$ cat src/rtl/riscv_pkg.sv
// Shared architectural constants for the integer register file and its scoreboard.
package riscv_pkg;
    localparam int XLEN       = 32;
    localparam int NREG       = 32;
    localparam int REG_ADDR_W = 5;
endpackage

$ cat src/rtl/reg_file_if.sv
// Register-file bus: two read ports, write-back port, issue/scoreboard port and debug read.
// Issue handshake: issue_valid is the producer's valid and !stall is ready; the
// scoreboard records issue_rd only on a cycle where issue_valid=1 and stall=0.
interface reg_file_if
    import riscv_pkg::*;
#(
    parameter int XLEN = riscv_pkg::XLEN
);
    logic [REG_ADDR_W-1:0] rs1_addr;
    logic [REG_ADDR_W-1:0] rs2_addr;
    logic [XLEN-1:0]       rs1_data;
    logic [XLEN-1:0]       rs2_data;
    logic                  rd_we;
    logic [REG_ADDR_W-1:0] rd_addr;
    logic [XLEN-1:0]       rd_wdata;
    logic                  issue_valid;
    logic [REG_ADDR_W-1:0] issue_rd;
    logic                  rs1_busy;
    logic                  rs2_busy;
    logic                  stall;
    logic [REG_ADDR_W-1:0] dbg_addr;
    logic [XLEN-1:0]       dbg_data;

    modport master (
        output rs1_addr, rs2_addr, rd_we, rd_addr, rd_wdata,
               issue_valid, issue_rd, dbg_addr,
        input  rs1_data, rs2_data, rs1_busy, rs2_busy, stall, dbg_data
    );

    modport slave (
        input  rs1_addr, rs2_addr, rd_we, rd_addr, rd_wdata,
               issue_valid, issue_rd, dbg_addr,
        output rs1_data, rs2_data, rs1_busy, rs2_busy, stall, dbg_data
    );
endinterface

$ cat src/rtl/reg_scoreboard.sv
// Busy-bit scoreboard: tracks registers with an unwritten producer and raises
// stall on RAW hazards (operand busy) or WAW hazards (re-issue of a busy rd).
module reg_scoreboard
    import riscv_pkg::*;
#(
    parameter int NREG = riscv_pkg::NREG
) (
    input  logic                  clk,
    input  logic                  rst_n,
    input  logic [REG_ADDR_W-1:0] rs1_addr,
    input  logic [REG_ADDR_W-1:0] rs2_addr,
    input  logic                  rd_we,
    input  logic [REG_ADDR_W-1:0] rd_addr,
    input  logic                  issue_valid,
    input  logic [REG_ADDR_W-1:0] issue_rd,
    output logic                  rs1_busy,
    output logic                  rs2_busy,
    output logic                  stall
);
    logic [NREG-1:0] busy_q;
    logic [NREG-1:0] busy_d;
    logic            waw;

    always_comb begin
        rs1_busy = (rs1_addr != '0) && busy_q[rs1_addr] && !(rd_we && rd_addr == rs1_addr);
        rs2_busy = (rs2_addr != '0) && busy_q[rs2_addr] && !(rd_we && rd_addr == rs2_addr);
        waw      = issue_valid && (issue_rd != '0) && busy_q[issue_rd]
                   && !(rd_we && rd_addr == issue_rd);
        stall    = rs1_busy || rs2_busy || waw;
    end

    // Clear before set so a same-cycle issue to the written register wins.
    always_comb begin
        busy_d = busy_q;
        if (rd_we) begin
            busy_d[rd_addr] = 1'b0;
        end
        if (issue_valid && issue_rd != '0 && !stall) begin
            busy_d[issue_rd] = 1'b1;
        end
        busy_d[0] = 1'b0;
    end

    always_ff @(posedge clk or negedge rst_n) begin
        if (!rst_n) begin
            busy_q <= '0;
        end else begin
            busy_q <= busy_d;
        end
    end
endmodule

$ cat src/rtl/reg_file.sv
// Integer register file: storage, combinational reads with write-through bypass,
// hardwired x0, unbypassed debug read, and the hazard scoreboard.
module reg_file
    import riscv_pkg::*;
#(
    parameter int XLEN = riscv_pkg::XLEN,
    parameter int NREG = riscv_pkg::NREG
) (
    input  logic      clk,
    input  logic      rst_n,
    reg_file_if.slave rf
);
    logic [XLEN-1:0] regs_q [NREG];
    logic [XLEN-1:0] regs_d [NREG];

    always_comb begin
        regs_d = regs_q;
        if (rf.rd_we && rf.rd_addr != '0) begin
            regs_d[rf.rd_addr] = rf.rd_wdata;
        end
    end

    always_ff @(posedge clk or negedge rst_n) begin
        if (!rst_n) begin
            for (int i = 0; i < NREG; i++) begin
                regs_q[i] <= '0;
            end
        end else begin
            regs_q <= regs_d;
        end
    end

    // Operand reads see the write-back value in the same cycle; debug does not.
    always_comb begin
        if (rf.rs1_addr == '0) begin
            rf.rs1_data = '0;
        end else if (rf.rd_we && rf.rd_addr == rf.rs1_addr) begin
            rf.rs1_data = rf.rd_wdata;
        end else begin
            rf.rs1_data = regs_q[rf.rs1_addr];
        end

        if (rf.rs2_addr == '0) begin
            rf.rs2_data = '0;
        end else if (rf.rd_we && rf.rd_addr == rf.rs2_addr) begin
            rf.rs2_data = rf.rd_wdata;
        end else begin
            rf.rs2_data = regs_q[rf.rs2_addr];
        end

        rf.dbg_data = (rf.dbg_addr == '0) ? '0 : regs_q[rf.dbg_addr];
    end

    reg_scoreboard #(
        .NREG(NREG)
    ) u_scoreboard (
        .clk        (clk),
        .rst_n      (rst_n),
        .rs1_addr   (rf.rs1_addr),
        .rs2_addr   (rf.rs2_addr),
        .rd_we      (rf.rd_we),
        .rd_addr    (rf.rd_addr),
        .issue_valid(rf.issue_valid),
        .issue_rd   (rf.issue_rd),
        .rs1_busy   (rf.rs1_busy),
        .rs2_busy   (rf.rs2_busy),
        .stall      (rf.stall)
    );
endmodule

$ cat src/flat_wrapper.sv
// flat-port wrapper written by rule: the top's interface ports become plain ports
module reg_file_flat import riscv_pkg::*;
#(
    parameter int XLEN = riscv_pkg::XLEN,
    parameter int NREG = riscv_pkg::NREG
)
  (clk, rst_n, rf_rs1_addr, rf_rs2_addr, rf_rd_we, rf_rd_addr, rf_rd_wdata, rf_issue_valid, rf_issue_rd, rf_dbg_addr, rf_rs1_data, rf_rs2_data, rf_rs1_busy, rf_rs2_busy, rf_stall, rf_dbg_data);
  reg_file_if #(.XLEN(XLEN)) rf_i ();
  input  logic clk;
  input  logic rst_n;
  input wire logic [$bits(rf_i.rs1_addr)-1:0] rf_rs1_addr;
  input wire logic [$bits(rf_i.rs2_addr)-1:0] rf_rs2_addr;
  input wire logic [$bits(rf_i.rd_we)-1:0] rf_rd_we;
  input wire logic [$bits(rf_i.rd_addr)-1:0] rf_rd_addr;
  input wire logic [$bits(rf_i.rd_wdata)-1:0] rf_rd_wdata;
  input wire logic [$bits(rf_i.issue_valid)-1:0] rf_issue_valid;
  input wire logic [$bits(rf_i.issue_rd)-1:0] rf_issue_rd;
  input wire logic [$bits(rf_i.dbg_addr)-1:0] rf_dbg_addr;
  output wire logic [$bits(rf_i.rs1_data)-1:0] rf_rs1_data;
  output wire logic [$bits(rf_i.rs2_data)-1:0] rf_rs2_data;
  output wire logic [$bits(rf_i.rs1_busy)-1:0] rf_rs1_busy;
  output wire logic [$bits(rf_i.rs2_busy)-1:0] rf_rs2_busy;
  output wire logic [$bits(rf_i.stall)-1:0] rf_stall;
  output wire logic [$bits(rf_i.dbg_data)-1:0] rf_dbg_data;
  assign rf_i.rs1_addr = rf_rs1_addr;
  assign rf_i.rs2_addr = rf_rs2_addr;
  assign rf_i.rd_we = rf_rd_we;
  assign rf_i.rd_addr = rf_rd_addr;
  assign rf_i.rd_wdata = rf_rd_wdata;
  assign rf_i.issue_valid = rf_issue_valid;
  assign rf_i.issue_rd = rf_issue_rd;
  assign rf_i.dbg_addr = rf_dbg_addr;
  assign rf_rs1_data = rf_i.rs1_data;
  assign rf_rs2_data = rf_i.rs2_data;
  assign rf_rs1_busy = rf_i.rs1_busy;
  assign rf_rs2_busy = rf_i.rs2_busy;
  assign rf_stall = rf_i.stall;
  assign rf_dbg_data = rf_i.dbg_data;
  reg_file #(.XLEN(XLEN), .NREG(NREG)) u_core (.clk(clk), .rst_n(rst_n), .rf(rf_i));
endmodule
$ cat config.mk
export PLATFORM = sky130hd
export DESIGN_NAME = reg_file_flat
export DESIGN_NICKNAME = d
export VERILOG_FILES = /design/src/rtl/riscv_pkg.sv /design/src/rtl/reg_file_if.sv /design/src/rtl/reg_scoreboard.sv /design/src/rtl/reg_file.sv /design/src/flat_wrapper.sv
export SDC_FILE = /design/constraint.sdc
export NUM_CORES = 2
export LEC_CHECK = 0
export BUFFER_PORTS_ARGS = -buffer_cell sky130_fd_sc_hd__buf_2
export CAP_MARGIN = 20
export CORE_MARGIN = 1
export CORE_UTILIZATION = 32
export DETAILED_ROUTE_END_ITERATION = 6
export PLACE_DENSITY = 0.6
export SYNTH_ARGS = -nofsm -noshare
export SYNTH_HDL_FRONTEND = slang
export SYNTH_SLANG_ARGS = --single-unit
$ cat constraint.sdc
create_clock -name clk -period 2 [get_ports clk]
set_input_delay 0.1 -clock clk [delete_from_list [all_inputs] [get_ports clk]]
set_output_delay 0.1 -clock clk [all_outputs]
set_load 0.05 [all_outputs]
Word level (Yosys, flattened, before mapping)
Cells that the tools add are included.
W data, S select, Z words.

word-level totals
  register bits after elaboration = 1055
  output and inout port bits = 99

operators by class
  reduce and logical (&&, ||, !) cells = 28
  $lt $le $gt $ge = 11
  mux-type cells = 29
  equality and inequality tests = 3
  bitwise gates (word level) = 7

operator list
  cell                  number
  $bwmux W1024          1
  $bmux W32 S5          3
  $mux W32              14
  $demux W32 S5         1
  $and A32 B32 Y32      1
  $not A32 Y32          1
  $or A32 B32 Y32       1
  $ge A6 B6 Y1 const B  4
  $lt A5 B6 Y1 const B  4
  $not A5 Y6            4
  $reduce_bool A5 Y1    4
  $bmux W1 S5           3
  $eq A5 B5 Y1          3
  $logic_and A1 B1 Y1   15
  $logic_not A5 Y1      3
  $demux W1 S5          2
  $ge A5 B1 Y1 const B  2
  $lt A6 B1 Y1 const B  1
  $mux W1               5
  $logic_not A1 Y1      4
  $logic_or A1 B1 Y1    2

Depth between registers and ports, before layout
  word-level depth = 9
  gate-level depth with buffers = 11
  gate-level depth less buffers = 6

Cells and area by module
From an unflattened synthesis, not the netlist that was laid out.

unflattened totals
  cell total of the unflattened synthesis = 4594
  area, all modules = 65808.1 µm²

modules (own cells, without submodules)
  module          cells an instance  area each (µm²)  times used  sequential area each (µm²)
  reg_file        4285               62947.9          1           25624.6
  reg_scoreboard  309                2860.2           1           775.7

Least setup slack after synthesis
Ideal clock, no wire load.

  path kind = in2out
  start = input rf_rs2_addr[1]
  end = output rf_rs2_data[14]
  data arrival time = 2.654 ns
  buffers on the path = 5
  path slack = -0.754 ns
  cell stages on the path = 8
  path through = buf_4 buf_6 buf_4 clkbuf_4 buf_6 mux2i_1 mux4_2 a211oi_1

on the way
  word-level cells in the longest chain between the ends = 6
  elaborated cells on any way between the ends = 9
  those cells by class = eq/ne (1); mux (5); bitwise (1); reduce/logical (2)

RTL lines
  element                                      line                source
  from (decl)                                  flat_wrapper.sv:12  input wire logic [$bits(rf_i.rs2_addr)-1:0] rf_rs2_addr;
  $not A5 Y6 (implied by the code)             reg_file.sv:48      rf.rs2_data = regs_q[rf.rs2_addr];
  $bmux W32 S5                                 reg_file.sv:48
  $mux W32 (implied by the code) (2 in a row)  reg_file.sv:48
  $mux W32                                     reg_file.sv:45      end else if (rf.rd_we && rf.rd_addr == rf.rs2_addr) begin
  $mux W32 *                                   reg_file.sv:43      if (rf.rs2_addr == '0) begin
  to (decl)                                    flat_wrapper.sv:20  output wire logic [$bits(rf_i.rs2_data)-1:0] rf_rs2_data;

Every way passes the cells marked *; elsewhere a longest branch is shown, timed or not. The select of a mux whose other input is x is not followed.

Worst setup path after layout
  start = register u_core.regs_q[531] in the netlist's numbering
  end = output rf_rs2_data[19]

on the way
  word-level cells in the longest chain between the ends = 5

RTL lines
  element                                      line            source
  from (decl)                                  reg_file.sv:13  logic [XLEN-1:0] regs_q [NREG];
  from (signal assigned)                       reg_file.sv:29  regs_q <= regs_d;
  $bmux W32 S5                                 reg_file.sv:48
  $mux W32 (implied by the code) (2 in a row)  reg_file.sv:48
  $mux W32                                     reg_file.sv:45
  $mux W32                                     reg_file.sv:43

Every way passes these cells. The select of a mux whose other input is x is not followed.

==> results.toml <==
[cells_and_area]
final_common_cell = "dfrtp_1"
stdcell_area_mm2 = 0.0868
drive_gt1_share_pct = 64.7
mostFrequentLayoutCells = "dfrtp_1, mux2_2, buf_4, mux4_2, mux2i_1"
nFillCells = 18300
layout-area-overhead-vs-synth_pct = 31.5
multi_input_area_mm2 = 0.0399
nets = 5417
final-seq-area_mm2 = 0.0264

[clocking]
clockRootBuffer = "clkbuf_16"
clk_path_buf_depth = 3
cts.sinks = 1055
clk_latency_ns = 0.78
cts_max_level = 3
tritoncts = "yes"
cts_buffers = 118
clk_pin_slew_ns = 0.06

[floorplan]
core_area_mm2 = 0.205
die_h_um = 456
die_area_mm2 = 0.208
start_util_pct = 32.2
die_w_um = 456
placementRows = 166
io-pin-count = 160

[sta]
tightest_slew_ns = 0.794
rsz0062_at_grt = "true"
fin_ws_ns = -0.920
clock_skew_ns = 0.0144
max_freq_mhz = 342
period_needed_ns = 2.92
relSlewSlack_pct = 47.1
slew_viol_final = 0
fin_crit_sh_pct = 146
setup_violations = 130
hold_viol = 0

[yosys]
ys.flop_type = "dfrtp_1"
netlist_area_mm2 = 0.0660
async_reset_ff_share_pct = 100
synth_warnings = 0
syn_inst = 4566
synth_edf_count = 0
synth.largest_area_cell = "dfrtp_1"
yosys-top-cells-area = "dfrtp_1, mux4_2, mux2_2, mux2i_1, clkbuf_1"
synth_fp_nets = 4627
synth_top_area_share_pct = 40.0
ys_ff_latch = 1055
ys_types = 53
synth-seq-area-share_pct = 40.0
avgSynthCellArea_um2 = 14.5

[global_routing]
overflow = 0
grt_pass1_vias = 51200
grt_max_degree = 86
antenna_found_initial = 10
grt_first_pass_wirelength_mm = 369
gr-usage-all-layers_pct = 24.2

[pwr]
p_per_area_mw_per_mm2 = 898
power_mw = 78.0
leakagePower_nw = 36.8
ir_drop_mv = 0.710

[critical_path]
startpoint_type = "register"
required_ns = 1.90
cp.arrival_ns = 2.82
critical_path_class = "reg -> out"
cp-end-kind = "output port"
crit_fanout = 4

[detailed_routing]
postRouteAntennaNets = 0
wl_per_cell_um = 31.3
wirelength_mm = 255
via_count = 49200
drtIter0Drc = 4684
viasPerCell = 6.04
detail_route.first_pass.iterations = 5
drc = 0

[placed_design]
pre_cts_ws_ns = -0.764
portBuffers = 159
place_area_mm2 = 0.0795
place_congestion = 0.874
dp_hpwl_mm = 168

[hold_path]
hold_class = "in -> reg"

[run]
drv_cap = 0

[outcome]
outcome = "complete, but fails checks"
violations = "setup timing"
-- cell families (layout without fill, tap and decap cells) --
kind of cell,count (synthesis),after routing,share of synthesized area (%)
mux,2116,2116,47.9
flops,1055,1055,40.0
buf+inv,559,1442,4.14
compound gates,488,488,5.49
simple gates,333,333,2.30
xor+xnor,15,15,0.199
other cells,0,3,0
-- cells in the mapped netlist (5+ instances only) --
| cell type | instances |
|---|---|
| buf_4 | 32 |
| and2_1 | 7 |
| dfrtp_1 | 1055 |
| nor2b_1 | 10 |
| xor2_1 | 12 |
| buf_1 | 61 |
| nand3_1 | 25 |
| clkbuf_1 | 268 |
| o21ai_1 | 21 |
| buf_8 | 6 |
| and3_1 | 13 |
| nand3b_1 | 7 |
| inv_1 | 9 |
| a211oi_1 | 42 |
| nor3_1 | 41 |
| a21oi_1 | 44 |
| nor3b_1 | 7 |
| a22oi_1 | 45 |
| buf_2 | 147 |
| o31ai_2 | 31 |
| mux2_2 | 1050 |
| o21ai_0 | 96 |
| mux4_2 | 728 |
| nand2_1 | 128 |
| buf_6 | 30 |
| o211ai_1 | 13 |
| o22ai_1 | 25 |
| nor2_1 | 75 |
| o221ai_1 | 28 |
| a221oi_1 | 113 |
| a211o_1 | 21 |
| nor4_1 | 5 |
| mux2i_1 | 338 |
-- area by class of cell --
class | instances | share of cell area (%)
Multi-Input combinational cell | 2952 | 46.0
Sequential cell | 1055 | 30.4
Timing Repair Buffer | 1218 | 14.9
Clock buffer | 163 | 3.91
Tap cell | 2688 | 3.87
Clock inverter | 50 | 0.853
Inverter | 11 | 0.0576
Antenna cell | 3 | 0.00865
-- per-stage QoR --
| step | TNS [ns] | cells | hold WS, ns | util [%] |
|---|---|---|---|---|
| 4_1_cts | -82.51 | 8111 | 0.00269 | 41.9 |
| 3_3_place_gp | -69.57 | 7816 | 0.107 | 38.8 |
| 5_1_grt | -81.48 | 8140 | 0.0708 | 42.4 |
| 6_report | -73.27 | 8140 | 0.0590 | 42.4 |
| 2_1_floorplan | -2.95 | 4566 | -0.196 | - |
| 3_5_place_dp | -63.38 | 7817 | 0.100 | 38.8 |
-- critical path, stage by stage (launching register included) --
cell	delay [ns]
dfrtp_1	0.41
mux4_2	0.51
mux4_2	0.50
a211oi_2	0.19
buf_4	0.21
nor3_4	0.06
buf_6	0.16
-- per-layer routing --
layer | up-vias | global-route usage (%) | part of all wire, % | wire [um]
li1 | 19800 | - | - | -
met5 | - | 0 | 0.0035 | 9
met3 | 636 | 3.91 | 7.0 | 17900
met1 | 26400 | 31.1 | 39 | 100000
met2 | 2381 | 39.4 | 48 | 122000
met4 | 2 | 12.4 | 5.9 | 15000
-- timing repair --
action,in CTS,in global routing
endpoints found under the setup margin,130,130
buffers inserted,51,29
gates resized for setup,343,127
hold endpoints to repair,1646,0
pin swaps,93,84
hold buffers,40,0
gates cloned,1,2
-- power by group --
| part | total, mW | internal [mW] | switching (mW) |
|---|---|---|---|
| Clock | 23.3 | 13.7 | 9.69 |
| Combinational | 25.5 | 14.6 | 10.9 |
| Sequential | 29.1 | 25.4 | 3.69 |
-- worst paths after layout --
check / from / to / slack [ns] / cells after the start
max: u_core.regs_q[531] / rf_rs2_data[19] / -0.92 / 6
min: rf_issue_rd[1] / u_core.u_scoreboard.busy_q[25] / 0.06 / 6
max reg2reg: u_core.u_scoreboard.busy_q[27] / u_core.u_scoreboard.busy_q[30] / -0.18 / 8
min reg2reg: u_core.regs_q[1014] / u_core.regs_q[1014] / 0.42 / 0
max in group asynchronous: rst_n / u_core.regs_q[497] / 1.19 / 4
min in group asynchronous: rst_n / u_core.regs_q[354] / 0.19 / 3
-- state kept, by name (all words and copies together) (netlist names) --
register and count:
u_core.u_scoreboard.busy_q 31, u_core.regs_q 1024
(Power assumes the default switching activity.)
